## config.mk

```make
export PLATFORM = sky130hd
export DESIGN_NAME = alu_op_sequencer
export DESIGN_NICKNAME = d
export VERILOG_FILES = /design/src/rtl/alu_seq_pkg.sv /design/src/rtl/alu_op_decode.sv /design/src/rtl/alu_op_sequencer.sv
export SDC_FILE = /design/constraint.sdc
export NUM_CORES = 1
export LEC_CHECK = 0
export CELL_PAD_IN_SITES_DETAIL_PLACEMENT = 1
export CELL_PAD_IN_SITES_GLOBAL_PLACEMENT = 2
export CORE_UTILIZATION = 30
export DETAILED_ROUTE_END_ITERATION = 7
export GPL_TIMING_DRIVEN = 0
export PLACE_DENSITY = 0.9
export RECOVER_POWER = 25
export SLEW_MARGIN = 10
export SYNTH_ARGS = -nofsm -noshare
export SYNTH_HDL_FRONTEND = slang
export SYNTH_HIERARCHICAL = 1
export SYNTH_SLANG_ARGS = --single-unit
```

## constraint.sdc

```tcl
create_clock -name clk -period 3.7 [get_ports clk]
set_input_delay 0.555 -clock clk [delete_from_list [all_inputs] [get_ports clk]]
set_output_delay 0.555 -clock clk [all_outputs]
set_load 0.02 [all_outputs]
```

## src/rtl/alu_seq_pkg.sv

```systemverilog
// Shared types and constants for the ALU op sequencer: opcodes, FSM states, instruction field layout.
// Optional SEQ_ZERO_SKIP_EN build enables skip-if-zero instructions in alu_op_sequencer.
package alu_seq_pkg;

  localparam int INSTR_W  = 11;
  localparam int SKIP_BIT = 10;
  localparam int NOWB_BIT = 9;
  localparam int OP_LO    = 6;
  localparam int RD_LO    = 4;
  localparam int RS1_LO   = 2;
  localparam int RS2_LO   = 0;

  localparam logic [2:0] OP_ADD = 3'b000;
  localparam logic [2:0] OP_SUB = 3'b001;
  localparam logic [2:0] OP_AND = 3'b010;
  localparam logic [2:0] OP_XOR = 3'b011;
  localparam logic [2:0] OP_SLT = 3'b101;

  typedef enum logic [1:0] {
    IDLE   = 2'd0,
    DECODE = 2'd1,
    EXEC   = 2'd2,
    RETIRE = 2'd3
  } state_e;

  function automatic logic op_is_legal(input logic [2:0] op);
    return (op == OP_ADD) || (op == OP_SUB) || (op == OP_AND) ||
           (op == OP_XOR) || (op == OP_SLT);
  endfunction

endpackage

```

## src/rtl/alu_op_decode.sv

```systemverilog
// Combinational opcode legality check and ALUControl mapping; illegal ops map to the ADD encoding.
module alu_op_decode
  import alu_seq_pkg::*;
(
  input  logic [2:0] op_i,
  output logic       legal_o,
  output logic [2:0] alu_ctrl_o
);

  always_comb begin
    legal_o    = op_is_legal(op_i);
    alu_ctrl_o = legal_o ? op_i : OP_ADD;
  end

endmodule

```

## src/rtl/alu_op_sequencer.sv

```systemverilog
// Sequences one packed ALU instruction through DECODE/EXEC/RETIRE towards the Datapath.
// Build with SEQ_ZERO_SKIP_EN defined to honour the skip-if-zero instruction bit.
module alu_op_sequencer
  import alu_seq_pkg::*;
#(
  parameter int ADDR_W  = 2,
  parameter int CNT_W   = 16,
  parameter int INSTR_W = alu_seq_pkg::INSTR_W
) (
  input  logic               clk,
  input  logic               rst,
  input  logic               instr_valid,
  output logic               instr_ready,
  input  logic [INSTR_W-1:0] instr,
  output logic               wr,
  output logic [2:0]         ALUControl,
  output logic [ADDR_W-1:0]  addr1,
  output logic [ADDR_W-1:0]  addr2,
  output logic [ADDR_W-1:0]  addr3,
  input  logic               Zero,
  output logic               busy,
  output logic               done,
  output logic               zero_flag,
  output logic               illegal,
  output logic [CNT_W-1:0]   retired_cnt,
  output state_e             dbg_state
);

  // Handshake: an instruction transfers on a rising edge where instr_valid && instr_ready;
  // instr_ready is high only in IDLE and only once reset has been released for an edge.
  state_e             state_q, state_d;
  logic               alive_q;
  logic [INSTR_W-1:0] instr_q;
  logic               skip_q, skip_d;
  logic               zero_flag_q;
  logic [CNT_W-1:0]   cnt_q;
  logic               legal;
  logic               accept;

  alu_op_decode u_decode (
    .op_i       (instr_q[OP_LO +: 3]),
    .legal_o    (legal),
    .alu_ctrl_o (ALUControl)
  );

`ifdef SEQ_ZERO_SKIP_EN
  // Skip decision uses the flag left by the previous instruction.
  assign skip_d = instr[SKIP_BIT] & zero_flag_q;
`else
  logic unused_skip_bit;
  assign unused_skip_bit = instr[SKIP_BIT];
  assign skip_d          = 1'b0;
`endif

  assign accept = instr_valid && instr_ready;

  always_comb begin
    state_d     = state_q;
    instr_ready = 1'b0;
    busy        = 1'b1;
    wr          = 1'b0;
    done        = 1'b0;
    illegal     = 1'b0;
    case (state_q)
      IDLE: begin
        busy        = 1'b0;
        instr_ready = alive_q;
        if (accept) state_d = DECODE;
      end
      DECODE: state_d = EXEC;
      EXEC: begin
        wr      = legal && !instr_q[NOWB_BIT] && !skip_q;
        state_d = RETIRE;
      end
      RETIRE: begin
        done    = 1'b1;
        illegal = !legal;
        state_d = IDLE;
      end
      default: state_d = IDLE;
    endcase
  end

  always_ff @(posedge clk or negedge rst) begin
    if (!rst) begin
      state_q     <= IDLE;
      alive_q     <= 1'b0;
      instr_q     <= '0;
      skip_q      <= 1'b0;
      zero_flag_q <= 1'b0;
      cnt_q       <= '0;
    end else begin
      state_q <= state_d;
      alive_q <= 1'b1;
      if (accept) begin
        instr_q <= instr;
        skip_q  <= skip_d;
      end
      // Compare-only (nowb) instructions still update the flag.
      if (state_q == EXEC && legal && !skip_q) zero_flag_q <= Zero;
      if (state_q == RETIRE) cnt_q <= cnt_q + CNT_W'(1);
    end
  end

  assign addr1       = instr_q[RS1_LO +: ADDR_W];
  assign addr2       = instr_q[RS2_LO +: ADDR_W];
  assign addr3       = instr_q[RD_LO +: ADDR_W];
  assign zero_flag   = zero_flag_q;
  assign retired_cnt = cnt_q;
  assign dbg_state   = state_q;

endmodule
```

==> summary.json, run 1 <==
{
  "status": {"value": "finished, violations left"},
  "violations": {"value": "DRC, capacitance limit, slew limit"},
  "cts_setup_buffers": {"value": 0},
  "timing.slew.headroom": {"value": -0.0997},
  "critPathArrivalTime": {"value": 1.91, "unit": "ns"},
  "io-pin-count": {"value": 48},
  "tritoncts_clock_tree": {"value": "built"},
  "criticalPathCategory": {"value": "reg -> out"},
  "multi_input_area": {"value": 602, "unit": "sq um"},
  "dieArea": {"value": 0.00503, "unit": "sq mm"},
  "wl_per_cell": {"value": 15.8, "unit": "um"},
  "cts.root.buffer_cell": {"value": "sky130_fd_sc_hd__clkbuf_8"},
  "globalRoute.totalOverflow": {"value": 0},
  "total_negative_setup_slacks": {"value": 0, "unit": "ns"},
  "synthesis.area": {"value": 0.00143, "unit": "sq mm"},
  "worst_endpoint_required_time": {"value": 3.14, "unit": "ns"},
  "antenna_cells": {"value": 0},
  "flow.area_growth_from_synthesis": {"value": 42.8, "unit": "%"},
  "synth_top_cells_by_area": {"value": "sky130_fd_sc_hd__dfrtp_1, sky130_fd_sc_hd__mux2_2, sky130_fd_sc_hd__xor2_1, sky130_fd_sc_hd__ha_1, sky130_fd_sc_hd__buf_4"},
  "wl": {"value": 3530, "unit": "um"},
  "gp_congestion": {"value": 0.781},
  "mostFrequentLayoutCells": {"value": "sky130_fd_sc_hd__clkdlybuf4s50_1, sky130_fd_sc_hd__dfrtp_1, sky130_fd_sc_hd__mux2_2, sky130_fd_sc_hd__xor2_1, sky130_fd_sc_hd__nand2_1"},
  "vias_per_cell": {"value": 4.83},
  "setup.worst_path.start_class": {"value": "flop"},
  "die_width": {"value": 71.0, "unit": "um"},
  "unrepaired_setup_endpoints_after_global_routing": {"value": "false"},
  "cts.sink_count": {"value": 30},
  "detailed_placement_wirelength_estimate": {"value": 2570, "unit": "um"},
  "worst_setup_hold_path_clk_slew": {"value": 0.06, "unit": "ns"},
  "htreeDepth": {"value": 2},
  "port_buffers": {"value": 46},
  "sequential_element_share_of_the_synthesized_area": {"value": 0.526},
  "number_of_iterations_in_the_first_detailed_routing_pass": {"value": 5},
  "finish.net_count": {"value": 190},
  "synthesis.yosys.warnings": {"value": 6},
  "post_route_cells_drive_above_1_share": {"value": 0.199},
  "synth_top_cell_by_area": {"value": "sky130_fd_sc_hd__dfrtp_1"},
  "syn-instance-count": {"value": 117},
  "clk_path_buf_depth": {"value": 2},
  "critPathCaptureType": {"value": "output pin"},
  "final.hold.worst_slack": {"value": 0.466, "unit": "ns"},
  "global_route_wire_length_before_repair": {"value": 5980, "unit": "um"},
  "number_of_nets_with_antenna_violations_after_routing": {"value": 0},
  "start_util": {"value": 0.319},
  "reg_area": {"value": 751, "unit": "sq um"},
  "clock_skew": {"value": 0.0119, "unit": "ns"},
  "maxCapViolations": {"value": 1},
  "layout.cells.most_common": {"value": "sky130_fd_sc_hd__clkdlybuf4s50_1"},
  "clock_network_latency_to_the_later_pin_of_the_worst_skew_pair": {"value": 0.29, "unit": "ns"},
  "synth.net_count": {"value": 137},
  "dieHeight": {"value": 71.0, "unit": "um"},
  "max_slew.worst_pin.slew": {"value": 1.65, "unit": "ns"},
  "grt_max_degree": {"value": 31},
  "grt_pass1_vias": {"value": 1233},
  "total_leakage_power": {"value": 0.924, "unit": "nW"},
  "remaining_design_rule_violation_count": {"value": 9},
  "irDropWorstVdd": {"value": 0.000293, "unit": "V"},
  "fin_crit_sh": {"value": 0.666},
  "cts_made_buffers": {"value": 5},
  "maxSlewViolCount": {"value": 31},
  "hold_class": {"value": "reg -> reg"},
  "cts_hold_repair.buffers": {"value": 0},
  "post-route-min-period": {"value": 2.47, "unit": "ns"},
  "power.density_cell_area": {"value": 766, "unit": "mW/mm^2"},
  "timing_limited_maximum_frequency": {"value": 406, "unit": "MHz"},
  "syn-mean-instance-area": {"value": 12.2, "unit": "sq um"},
  "timing.final.hold_violations": {"value": 0},
  "crit_fanout": {"value": 9},
  "grt_use_total": {"value": 0.158},
  "area_of_the_core": {"value": 0.00447, "unit": "sq mm"},
  "setup_viol": {"value": 0},
  "p_total": {"value": 1.56, "unit": "mW"},
  "number_of_gates_resized_after_cts": {"value": 0},
  "filler_cell_count": {"value": 479},
  "vias": {"value": 1077},
  "yosys.cell_types.count": {"value": 24},
  "antenna_found_initial": {"value": 0},
  "rows": {"value": 24},
  "yosys_register_bits": {"value": 30},
  "drtIter0Drc": {"value": 44},
  "synth_top_cell_area_share": {"value": 0.526}
}
## layout make-up
cell class / instances / share of cell area
inverter: 5 / 0.00921
sequential: 30 / 0.369
multi-input combinational: 74 / 0.295
clock inverter: 1 / 0.00246
timing repair buffer: 46 / 0.223
tap: 52 / 0.0319
buffer: 8 / 0.0270
clock buffer: 7 / 0.0424
## Yosys cell counts, drive strengths merged
| master | number |
|---|---|
| a21oi | 1 |
| and2 | 1 |
| and2b | 1 |
| buf | 8 |
| conb | 1 |
| dfrtp | 30 |
| ha | 5 |
| inv | 5 |
| mux2 | 13 |
| mux2i | 1 |
| nand2 | 9 |
| nand3 | 5 |
| nand4 | 6 |
| nor2 | 4 |
| nor2b | 1 |
| nor3 | 5 |
| nor3b | 1 |
| nor4 | 4 |
| o21ai | 1 |
| xnor2 | 4 |
| xor2 | 11 |
## worst max-delay path, cell delays in order (launching register included)
cell,delay (ns)
sky130_fd_sc_hd__dfrtp_1,0.41
sky130_fd_sc_hd__ha_1,0.18
sky130_fd_sc_hd__buf_2,0.24
sky130_fd_sc_hd__nor2b_1,0.17
sky130_fd_sc_hd__clkdlybuf4s50_1,0.61
## per-layer routing
metal  up-vias  part of all wire  track usage  wire, um
met5         -                 0            0         0
met4         0             0.025       0.0800        89
met3        10             0.046       0.0399       161
met2        37              0.53        0.280      1860
met1       536              0.40        0.175      1420
li1        494                 -            -         -
## registers in the layout, summed over array words and instances, names as in the netlist
signal,flops
instr_q,10
zero_flag,1
alive_q,1
retired_cnt,16
dbg_state,2
## final timing paths
check / from / end / slack (ns) / depth (start not counted)
min in group asynchronous: rst / retired_cnt[12] / 0.68 / 1
hold reg to reg: retired_cnt[15] / retired_cnt[15] / 0.47 / 1
setup reg to reg: dbg_state[1] / retired_cnt[13] / 2.05 / 5
hold / removal: retired_cnt[15] / retired_cnt[15] / 0.47 / 1
setup / recovery: dbg_state[1] / illegal / 1.23 / 4
max in group asynchronous: rst / retired_cnt[2] / 2.05 / 1
## cells by family (layout without fill, tap and decap cells)
logic type | count (synthesis) | in the layout | share of synthesized area
compound gates | 2 | 2 | 0.00701
xor+xnor | 15 | 15 | 0.0921
fa+ha+maj | 5 | 5 | 0.0439
buf+inv | 13 | 67 | 0.0518
flops | 30 | 30 | 0.526
mux | 14 | 14 | 0.110
other cells | 1 | 1 | 0.00263
simple gates | 37 | 37 | 0.167
## stage by stage
stage	setup slack (ns)	cell area, sq um	utilization	std cells
6_report	1.23	2040	0.455	223
3_3_place_gp	1.55	1950	0.436	215
5_1_grt	1.14	2040	0.455	223
4_1_cts	1.19	2040	0.456	223
3_5_place_dp	1.50	1950	0.435	215
2_1_floorplan	1.73	1430	-	117
## where the power goes
part	leakage (nW)	internal, mW	switching [mW]
clock	0.0482	0.150	0.129
combinational	0.495	0.388	0.349
sequential	0.381	0.433	0.113
Power figures use the tool's default switching activity.
==> run 2, diff against run 1 <==
--- a/config.mk
+++ b/config.mk
@@ -7,10 +7,10 @@
 export LEC_CHECK = 0
 export CELL_PAD_IN_SITES_DETAIL_PLACEMENT = 1
 export CELL_PAD_IN_SITES_GLOBAL_PLACEMENT = 2
-export CORE_UTILIZATION = 30
+export CORE_UTILIZATION = 25
 export DETAILED_ROUTE_END_ITERATION = 7
 export GPL_TIMING_DRIVEN = 0
-export PLACE_DENSITY = 0.9
+export PLACE_DENSITY = 0.81
 export RECOVER_POWER = 25
 export SLEW_MARGIN = 10
 export SYNTH_ARGS = -nofsm -noshare
==> constraint.sdc (replaced) <==
create_clock -name clk -period 2.2 [get_ports clk]
set_input_delay 0.33 -clock clk [delete_from_list [all_inputs] [get_ports clk]]
set_output_delay 0.33 -clock clk [all_outputs]
set_load 0.02 [all_outputs]
==> run 2 against run 1 <==
Against the previous run: the flow finishes with violations (capacitance limit, slew limit); cell area is 0.68% higher; sequential cell count stayed put; worst hold slack worse by 0.025 ns; global-route usage is 4.2 points lower; via count is 4.0% lower; clock power is 48% higher; routed wire length is 11% lower; critical path depth stayed put; sequential power is 67% higher; critical path type unchanged; critical endpoint is now busy; largest cell class unchanged.
==> summary.json, run 2 (synthesis gave the netlist of run 1 again) <==
{
  "number_of_iterations_in_the_first_detailed_routing_pass": {"value": 4, "change": "-1"},
  "critPathCaptureType": {"value": "output pin"},
  "setup.worst_path.start_class": {"value": "flop"},
  "placement.setup.worst_slack": {"value": 0.279, "unit": "ns", "change": "-1.23 ns"},
  "layout_setup_ws": {"value": 0.176, "unit": "ns", "change": "-1.06 ns"},
  "die_width": {"value": 77.5, "unit": "um", "change": "+9.3%"},
  "total_negative_setup_slacks": {"value": 0, "unit": "ns", "change": "unchanged"},
  "reg2regPathDepth": {"value": 5, "change": "unchanged"},
  "wl": {"value": 3150, "unit": "um", "change": "-11%"},
  "antenna_found_initial": {"value": 0, "change": "unchanged"},
  "largest_reg_flops": {"value": 16, "change": "unchanged"},
  "clock_skew": {"value": 0.00608, "unit": "ns", "change": "-0.00579 ns"},
  "grt_pass1_vias": {"value": 1079, "change": "-12%"},
  "final.hold.worst_slack": {"value": 0.441, "unit": "ns", "change": "-0.0250 ns"},
  "criticalPathCategory": {"value": "reg -> out"},
  "ff2ff_setup_slack": {"value": 0.51, "unit": "ns", "change": "-1.54 ns"},
  "p_sw": {"value": 941, "unit": "uW", "change": "+59%"},
  "post-route-min-period": {"value": 2.02, "unit": "ns"},
  "grt_max_degree": {"value": 31, "change": "unchanged"},
  "cts.root.buffer_cell": {"value": "sky130_fd_sc_hd__clkbuf_8"},
  "dieArea": {"value": 0.00601, "unit": "sq mm", "change": "+19%"},
  "violations": {"value": "capacitance limit, slew limit"},
  "vias_per_cell": {"value": 4.27, "change": "-12%"},
  "globalRoute.totalOverflow": {"value": 0, "change": "unchanged"},
  "max_slew.worst_pin.slew": {"value": 1.58, "unit": "ns", "change": "-0.0667 ns"},
  "slowest_delay": {"value": 0.61, "unit": "ns", "change": "about the same"},
  "cts_hold_repair.buffers": {"value": 0, "change": "unchanged"},
  "htreeDepth": {"value": 2, "change": "unchanged"},
  "layoutNonFillerInstCount": {"value": 242, "change": "+8.5%"},
  "setup_viol": {"value": 0, "change": "unchanged"},
  "proportion_of_power_drawn_by_combinational_gates": {"value": 0.477, "change": "+0.005"},
  "cts_made_buffers": {"value": 5, "change": "unchanged"},
  "dieHeight": {"value": 77.5, "unit": "um", "change": "+9.3%"},
  "post_route_cells_drive_above_1_share": {"value": 0.188, "change": "-0.0106"},
  "p_int": {"value": 1.59, "unit": "mW", "change": "+64%"},
  "fin_crit_sh": {"value": 0.920},
  "clkPwrFrac": {"value": 0.163, "change": "-0.016"},
  "seqPwrFrac": {"value": 0.359, "change": "+0.010"},
  "rows": {"value": 27, "change": "+13%"},
  "worst_setup_hold_path_clk_slew": {"value": 0.06, "unit": "ns", "change": "about the same"},
  "hold_class": {"value": "in -> async"},
  "timing.final.hold_violations": {"value": 0, "change": "unchanged"},
  "placed_cells": {"value": 235, "change": "+9.3%"},
  "detailed_placement_wirelength_estimate": {"value": 2360, "unit": "um", "change": "-8.1%"},
  "filler_cell_count": {"value": 609, "change": "+27%"},
  "irDropWorstVdd": {"value": 0.000438, "unit": "V", "change": "+49%"},
  "area_of_the_core": {"value": 0.00551, "unit": "sq mm", "change": "+23%"},
  "power.density_cell_area": {"value": 1230, "unit": "mW/mm^2", "change": "+61%"},
  "rr_startpoint": {"value": "dbg_state[1]"},
  "critPathArrivalTime": {"value": 1.69, "unit": "ns", "change": "-0.22 ns"},
  "path_cells": {"value": "inv_1 -> ha_1 -> inv_1 -> clkdlybuf4s50_1"},
  "timing_limited_maximum_frequency": {"value": 494, "unit": "MHz"},
  "critical_path.reg2reg.endpoint": {"value": "retired_cnt[15]"},
  "clock_network_latency_to_the_later_pin_of_the_worst_skew_pair": {"value": 0.28, "unit": "ns", "change": "about the same"},
  "remaining_design_rule_violation_count": {"value": 0, "change": "-9"},
  "clk_path_buf_depth": {"value": 2, "change": "unchanged"},
  "antenna_cells": {"value": 0, "change": "unchanged"},
  "flow.area_growth_from_synthesis": {"value": 43.8, "unit": "%"},
  "status": {"value": "finished, violations left"},
  "tritoncts_clock_tree": {"value": "built"},
  "critical-path-slowest-cell": {"value": "sky130_fd_sc_hd__clkdlybuf4s50_1"},
  "p_total": {"value": 2.53, "unit": "mW", "change": "+62%"},
  "start_util": {"value": 0.259, "change": "-0.0598"},
  "maxCapViolations": {"value": 1, "change": "unchanged"},
  "total_leakage_power": {"value": 0.951, "unit": "nW", "change": "+2.9%"},
  "number_of_nets_with_antenna_violations_after_routing": {"value": 0, "change": "unchanged"},
  "worst_endpoint_required_time": {"value": 1.87, "unit": "ns", "change": "-1.27 ns"},
  "wl_per_cell": {"value": 13.0, "unit": "um", "change": "-18%"},
  "grt_use_total": {"value": 0.116, "change": "-0.0422"},
  "maxSlewViolCount": {"value": 31, "change": "unchanged"},
  "port_buffers": {"value": 46, "change": "unchanged"},
  "global_route_wire_length_before_repair": {"value": 5220, "unit": "um", "change": "-13%"},
  "power.switching_fraction": {"value": 0.372, "change": "-0.00624"},
  "unrepaired_setup_endpoints_after_global_routing": {"value": "false"},
  "layout.cells.most_common": {"value": "sky130_fd_sc_hd__clkdlybuf4s50_1"},
  "finish.net_count": {"value": 190, "change": "unchanged"},
  "gp_congestion": {"value": 0.748, "change": "-4.3%"},
  "io-pin-count": {"value": 48, "change": "unchanged"},
  "drtIter0Drc": {"value": 40, "change": "-9.1%"},
  "timing.slew.headroom": {"value": -0.0552, "change": "+0.0444"},
  "vias": {"value": 1034, "change": "-4.0%"},
  "cp_common_cell": {"value": "sky130_fd_sc_hd__inv_1"},
  "mostFrequentLayoutCells": {"value": "sky130_fd_sc_hd__clkdlybuf4s50_1, sky130_fd_sc_hd__dfrtp_1, sky130_fd_sc_hd__mux2_2, sky130_fd_sc_hd__xor2_1, sky130_fd_sc_hd__nand2_1"},
  "cts.sink_count": {"value": 30, "change": "unchanged"},
  "crit_fanout": {"value": 5, "change": "-4"}
}
## run 2: power groups by stage
stage	combinational [mW]	sequential, mW	clock, mW
after detailed placement	1.23	0.920	0
final	1.21	0.910	0.413
after global placement	1.19	0.906	0
after global routing	1.30	0.940	0.441
after floorplan	0.636	0.975	0
after CTS	1.23	0.911	0.424
## run 2: critical path, delay by kind of cell, from the launching register on
family	cells	cell delay, ns
buffers and inverters	3	0.77
flip-flops	1	0.42
adder cells (fa/ha/maj)	1	0.23
## run 2: metal layers
layer / up-vias / routed length, um / global-route usage
met5: - / 0 / 0
met4: 0 / 72 / 0.0623
met3: 6 / 229 / 0.0435
met2: 42 / 1440 / 0.181
met1: 491 / 1410 / 0.137
li1: 495 / - / -
## run 2: how the worst max path moves through the flow
stage	from	to	slack (ns)
floorplan	dbg_state[1]	illegal	0.46
finish	dbg_state[1]	busy	0.18
global placement	rst	retired_cnt[11]	0.27
global route	dbg_state[0]	busy	0.11
CTS	dbg_state[0]	wr	0.02
detailed placement	dbg_state[1]	illegal	0.28
## run 2: repair_timing
| item | CTS | global route |
|---|---|---|
| gates resized for setup | 1 | 3 |
| endpoints found under the hold margin | 0 | 0 |
| buffers inserted | 0 | 0 |
| endpoints found under the setup margin | 1 | 2 |
## run 2: area by class of cell
type	instances	area (sq um)	share of cell area
sequential	30	751	0.366
clock buffer	7	76.3	0.0372
multi-input combinational	74	602	0.293
buffer	8	55.1	0.0268
timing repair buffer	46	458	0.223
tap	72	90.1	0.0439
inverter	5	18.8	0.00915
## run 2: metrics by stage
stage               instance area, sq um   util
detailed placement                  1970  0.358
CTS                                 2050  0.372
floorplan                           1430      -
global route                        2050  0.372
global placement                    1980  0.359
finish                              2050  0.372
==> run 3, diff against run 2 <==
--- a/config.mk
+++ b/config.mk
@@ -5,12 +5,14 @@
 export SDC_FILE = /design/constraint.sdc
 export NUM_CORES = 1
 export LEC_CHECK = 0
+export CAP_MARGIN = 20
 export CELL_PAD_IN_SITES_DETAIL_PLACEMENT = 1
 export CELL_PAD_IN_SITES_GLOBAL_PLACEMENT = 2
 export CORE_UTILIZATION = 25
+export CTS_CLUSTER_SIZE = 20
 export DETAILED_ROUTE_END_ITERATION = 7
 export GPL_TIMING_DRIVEN = 0
-export PLACE_DENSITY = 0.81
+export PLACE_DENSITY = 0.83
 export RECOVER_POWER = 25
 export SLEW_MARGIN = 10
 export SYNTH_ARGS = -nofsm -noshare
==> run 3 against run 2 <==
Against the previous run: routed wire length decreased by 4.7%; clock skew shrank 0.0012 ns; clock power grew 32%; critical path depth unchanged; largest cell class unchanged; global-route usage decreased by 0.20 points; critical endpoint unchanged; sequential share of layout area decreased by 0.68 points; critical path type unchanged; sequential cell count did not move; cell count rose by 0.41%; the run still ends with capacitance limit, slew limit left; count of clock-buffer cells in the layout down 2; combinational power hardly changed; register-to-register slack gained 0.10 ns; power increased by 4.7%.
==> summary.json, run 3 (synthesis gave the netlist of run 1 again) <==
{
  "drtIter0Drc": {"value": 16, "change": "-60%"},
  "clock_skew": {"value": 0.00487, "unit": "ns", "change": "-0.00121 ns"},
  "antenna_found_initial": {"value": 0, "change": "unchanged"},
  "io-pin-count": {"value": 48, "change": "unchanged"},
  "cts_made_buffers": {"value": 5, "change": "unchanged"},
  "crit_fanout": {"value": 5, "change": "unchanged"},
  "layoutNonFillerInstCount": {"value": 243, "change": "+0.41%"},
  "clkPwrFrac": {"value": 0.206, "change": "+0.043"},
  "total_leakage_power": {"value": 0.984, "unit": "nW", "change": "+3.5%"},
  "vias": {"value": 1045, "change": "+1.1%"},
  "start_util": {"value": 0.259, "change": "unchanged"},
  "grt_use_total": {"value": 0.114, "change": "-0.00195"},
  "filler_cell_count": {"value": 625, "change": "+2.6%"},
  "cp_common_cell": {"value": "sky130_fd_sc_hd__inv_1"},
  "tritoncts_clock_tree": {"value": "built"},
  "maxCapViolations": {"value": 1, "change": "unchanged"},
  "post_route_cells_drive_above_1_share": {"value": 0.205, "change": "+0.0164"},
  "globalRoute.totalOverflow": {"value": 0, "change": "unchanged"},
  "gp_congestion": {"value": 0.707, "change": "-5.5%"},
  "finish.net_count": {"value": 190, "change": "unchanged"},
  "violations": {"value": "capacitance limit, slew limit"},
  "worst_endpoint_required_time": {"value": 1.87, "unit": "ns", "change": "about the same"},
  "placement.setup.worst_slack": {"value": 0.258, "unit": "ns", "change": "-0.0207 ns"},
  "irDropWorstVdd": {"value": 0.000503, "unit": "V", "change": "+15%"},
  "cts.sink_count": {"value": 30, "change": "unchanged"},
  "area_of_the_core": {"value": 0.00551, "unit": "sq mm", "change": "unchanged"},
  "critPathCaptureType": {"value": "output pin"},
  "maxSlewViolCount": {"value": 31, "change": "unchanged"},
  "cts_hold_repair.buffers": {"value": 0, "change": "unchanged"},
  "antenna_cells": {"value": 0, "change": "unchanged"},
  "grt_pass1_vias": {"value": 1101, "change": "+2.0%"},
  "clk_path_buf_depth": {"value": 2, "change": "unchanged"},
  "global_route_wire_length_before_repair": {"value": 5250, "unit": "um", "change": "+0.65%"},
  "power.density_cell_area": {"value": 1270, "unit": "mW/mm^2", "change": "+2.7%"},
  "grt_max_degree": {"value": 31, "change": "unchanged"},
  "mostFrequentLayoutCells": {"value": "sky130_fd_sc_hd__clkdlybuf4s50_1, sky130_fd_sc_hd__dfrtp_1, sky130_fd_sc_hd__mux2_2, sky130_fd_sc_hd__xor2_1, sky130_fd_sc_hd__nand2_1"},
  "slowest_delay": {"value": 0.60, "unit": "ns", "change": "about the same"},
  "dieHeight": {"value": 77.5, "unit": "um", "change": "unchanged"},
  "detailed_placement_wirelength_estimate": {"value": 2260, "unit": "um", "change": "-4.2%"},
  "largest_reg_flops": {"value": 16, "change": "unchanged"},
  "critPathArrivalTime": {"value": 1.65, "unit": "ns", "change": "-0.04 ns"},
  "timing.slew.headroom": {"value": -0.0607, "change": "-0.00550"},
  "critical-path-slowest-cell": {"value": "sky130_fd_sc_hd__clkdlybuf4s50_1"},
  "layout_setup_ws": {"value": 0.217, "unit": "ns", "change": "+0.0417 ns"},
  "final.hold.worst_slack": {"value": 0.442, "unit": "ns", "change": "+0.00107 ns"},
  "worst_setup_hold_path_clk_slew": {"value": 0.07, "unit": "ns", "change": "about the same"},
  "critical_path.n_buffers_inverters": {"value": 3, "change": "unchanged"},
  "cts.root.buffer_cell": {"value": "sky130_fd_sc_hd__clkbuf_8"},
  "p_sw": {"value": 940, "unit": "uW", "change": "-0.16%"},
  "setup.worst_path.start_class": {"value": "flop"},
  "remaining_design_rule_violation_count": {"value": 0, "change": "unchanged"},
  "cts_setup_buffers": {"value": 0, "change": "unchanged"},
  "wl_per_cell": {"value": 12.3, "unit": "um", "change": "-5.1%"},
  "die_width": {"value": 77.5, "unit": "um", "change": "unchanged"},
  "timing_limited_maximum_frequency": {"value": 504, "unit": "MHz", "change": "+2.1%"},
  "htreeDepth": {"value": 2, "change": "unchanged"},
  "timing.final.hold_violations": {"value": 0, "change": "unchanged"},
  "placed_cells": {"value": 235, "change": "unchanged"},
  "status": {"value": "finished, violations left"},
  "rows": {"value": 27, "change": "unchanged"},
  "max_slew.worst_pin.slew": {"value": 1.59, "unit": "ns", "change": "+0.00825 ns"},
  "power.switching_fraction": {"value": 0.355, "change": "-0.0172"},
  "layout.cells.most_common": {"value": "sky130_fd_sc_hd__clkdlybuf4s50_1"},
  "number_of_nets_with_antenna_violations_after_routing": {"value": 0, "change": "unchanged"},
  "vias_per_cell": {"value": 4.30, "change": "+0.65%"},
  "total_negative_setup_slacks": {"value": 0, "unit": "ns", "change": "unchanged"},
  "fin_crit_sh": {"value": 0.901, "change": "-0.0190"},
  "hold_class": {"value": "in -> async"},
  "number_of_iterations_in_the_first_detailed_routing_pass": {"value": 4, "change": "unchanged"},
  "p_int": {"value": 1.71, "unit": "mW", "change": "+7.5%"},
  "proportion_of_power_drawn_by_combinational_gates": {"value": 0.455, "change": "-0.022"},
  "unrepaired_setup_endpoints_after_global_routing": {"value": "false"},
  "critical-path-top-delay-family": {"value": "buffers and inverters"},
  "post-route-min-period": {"value": 1.98, "unit": "ns", "change": "-0.0417 ns"},
  "criticalPathCategory": {"value": "reg -> out"},
  "seqPwrFrac": {"value": 0.339, "change": "-0.020"},
  "flow.area_growth_from_synthesis": {"value": 46.5, "unit": "%"},
  "path_cells": {"value": "inv_1 -> ha_1 -> inv_1 -> clkdlybuf4s50_1"},
  "clock_network_latency_to_the_later_pin_of_the_worst_skew_pair": {"value": 0.28, "unit": "ns", "change": "about the same"},
  "port_buffers": {"value": 46, "change": "unchanged"},
  "wl": {"value": 3000, "unit": "um", "change": "-4.7%"},
  "setup_viol": {"value": 0, "change": "unchanged"},
  "dieArea": {"value": 0.00601, "unit": "sq mm", "change": "unchanged"}
}
==> run 3: cell count changes in the layout (fill, tap and decap cells not counted), sizes merged <==
| cell | previous run | this run |
|---|---|---|
| bufinv | 0 | 1 |
| clkbuf | 8 | 6 |
| clkinv | 0 | 2 |
| dlygate4sd2 | 1 | 0 |
| dlymetal6s2s | 2 | 3 |
==> run 3: final timing paths <==
check,endpoint,from,depth (start not counted),slack (ns)
worst min-delay path,dbg_state[0],rst,1,0.44
min in group clk,retired_cnt[14],retired_cnt[14],1,0.49
max in group asynchronous,retired_cnt[0],rst,1,0.83
worst max-delay path,busy,dbg_state[1],4,0.22
worst min register to register,retired_cnt[14],retired_cnt[14],1,0.49
worst max register to register,retired_cnt[15],dbg_state[1],5,0.61
==> run 3: per-stage QoR <==
step | utilization | instance area (sq um) | total power, mW
after global placement | 0.359 | 1980 | 2.11
after detailed placement | 0.358 | 1970 | 2.13
after global routing | 0.379 | 2090 | 2.84
after floorplan | - | 1430 | 1.61
after CTS | 0.378 | 2080 | 2.70
final | 0.379 | 2090 | 2.65
==> run 3: cell type report <==
class | count | area [sq um] | share of cell area
flip-flops and latches | 30 | 751 | 0.359
multi-input cells | 74 | 602 | 0.288
well taps | 72 | 90.1 | 0.0431
repair buffers | 46 | 462 | 0.221
plain buffers | 8 | 57.6 | 0.0275
clock buffers | 5 | 68.8 | 0.0329
inverters | 5 | 18.8 | 0.00898
clock inverters | 3 | 40.0 | 0.0192
==> run 3: metal layers <==
metal | wire length, um | up-vias | GRT usage
met2 | 1370 | 44 | 0.181
met4 | 17 | 0 | 0.0226
met1 | 1390 | 500 | 0.146
li1 | - | 498 | -
met3 | 226 | 3 | 0.0447
met5 | 0 | - | 0
==> run 3: power groups by stage <==
stage	combinational, mW	sequential [mW]	clock (mW)
final	1.20	0.898	0.546
after global placement	1.20	0.906	0
after global routing	1.32	0.935	0.587
after detailed placement	1.22	0.914	0
after CTS	1.23	0.903	0.566
after floorplan	0.636	0.975	0
==> run 3: repair_timing <==
action                                  4_1_cts  5_1_grt
endpoints found under the hold margin         0        0
endpoints found under the setup margin        1        3
gates resized for setup                       1        3
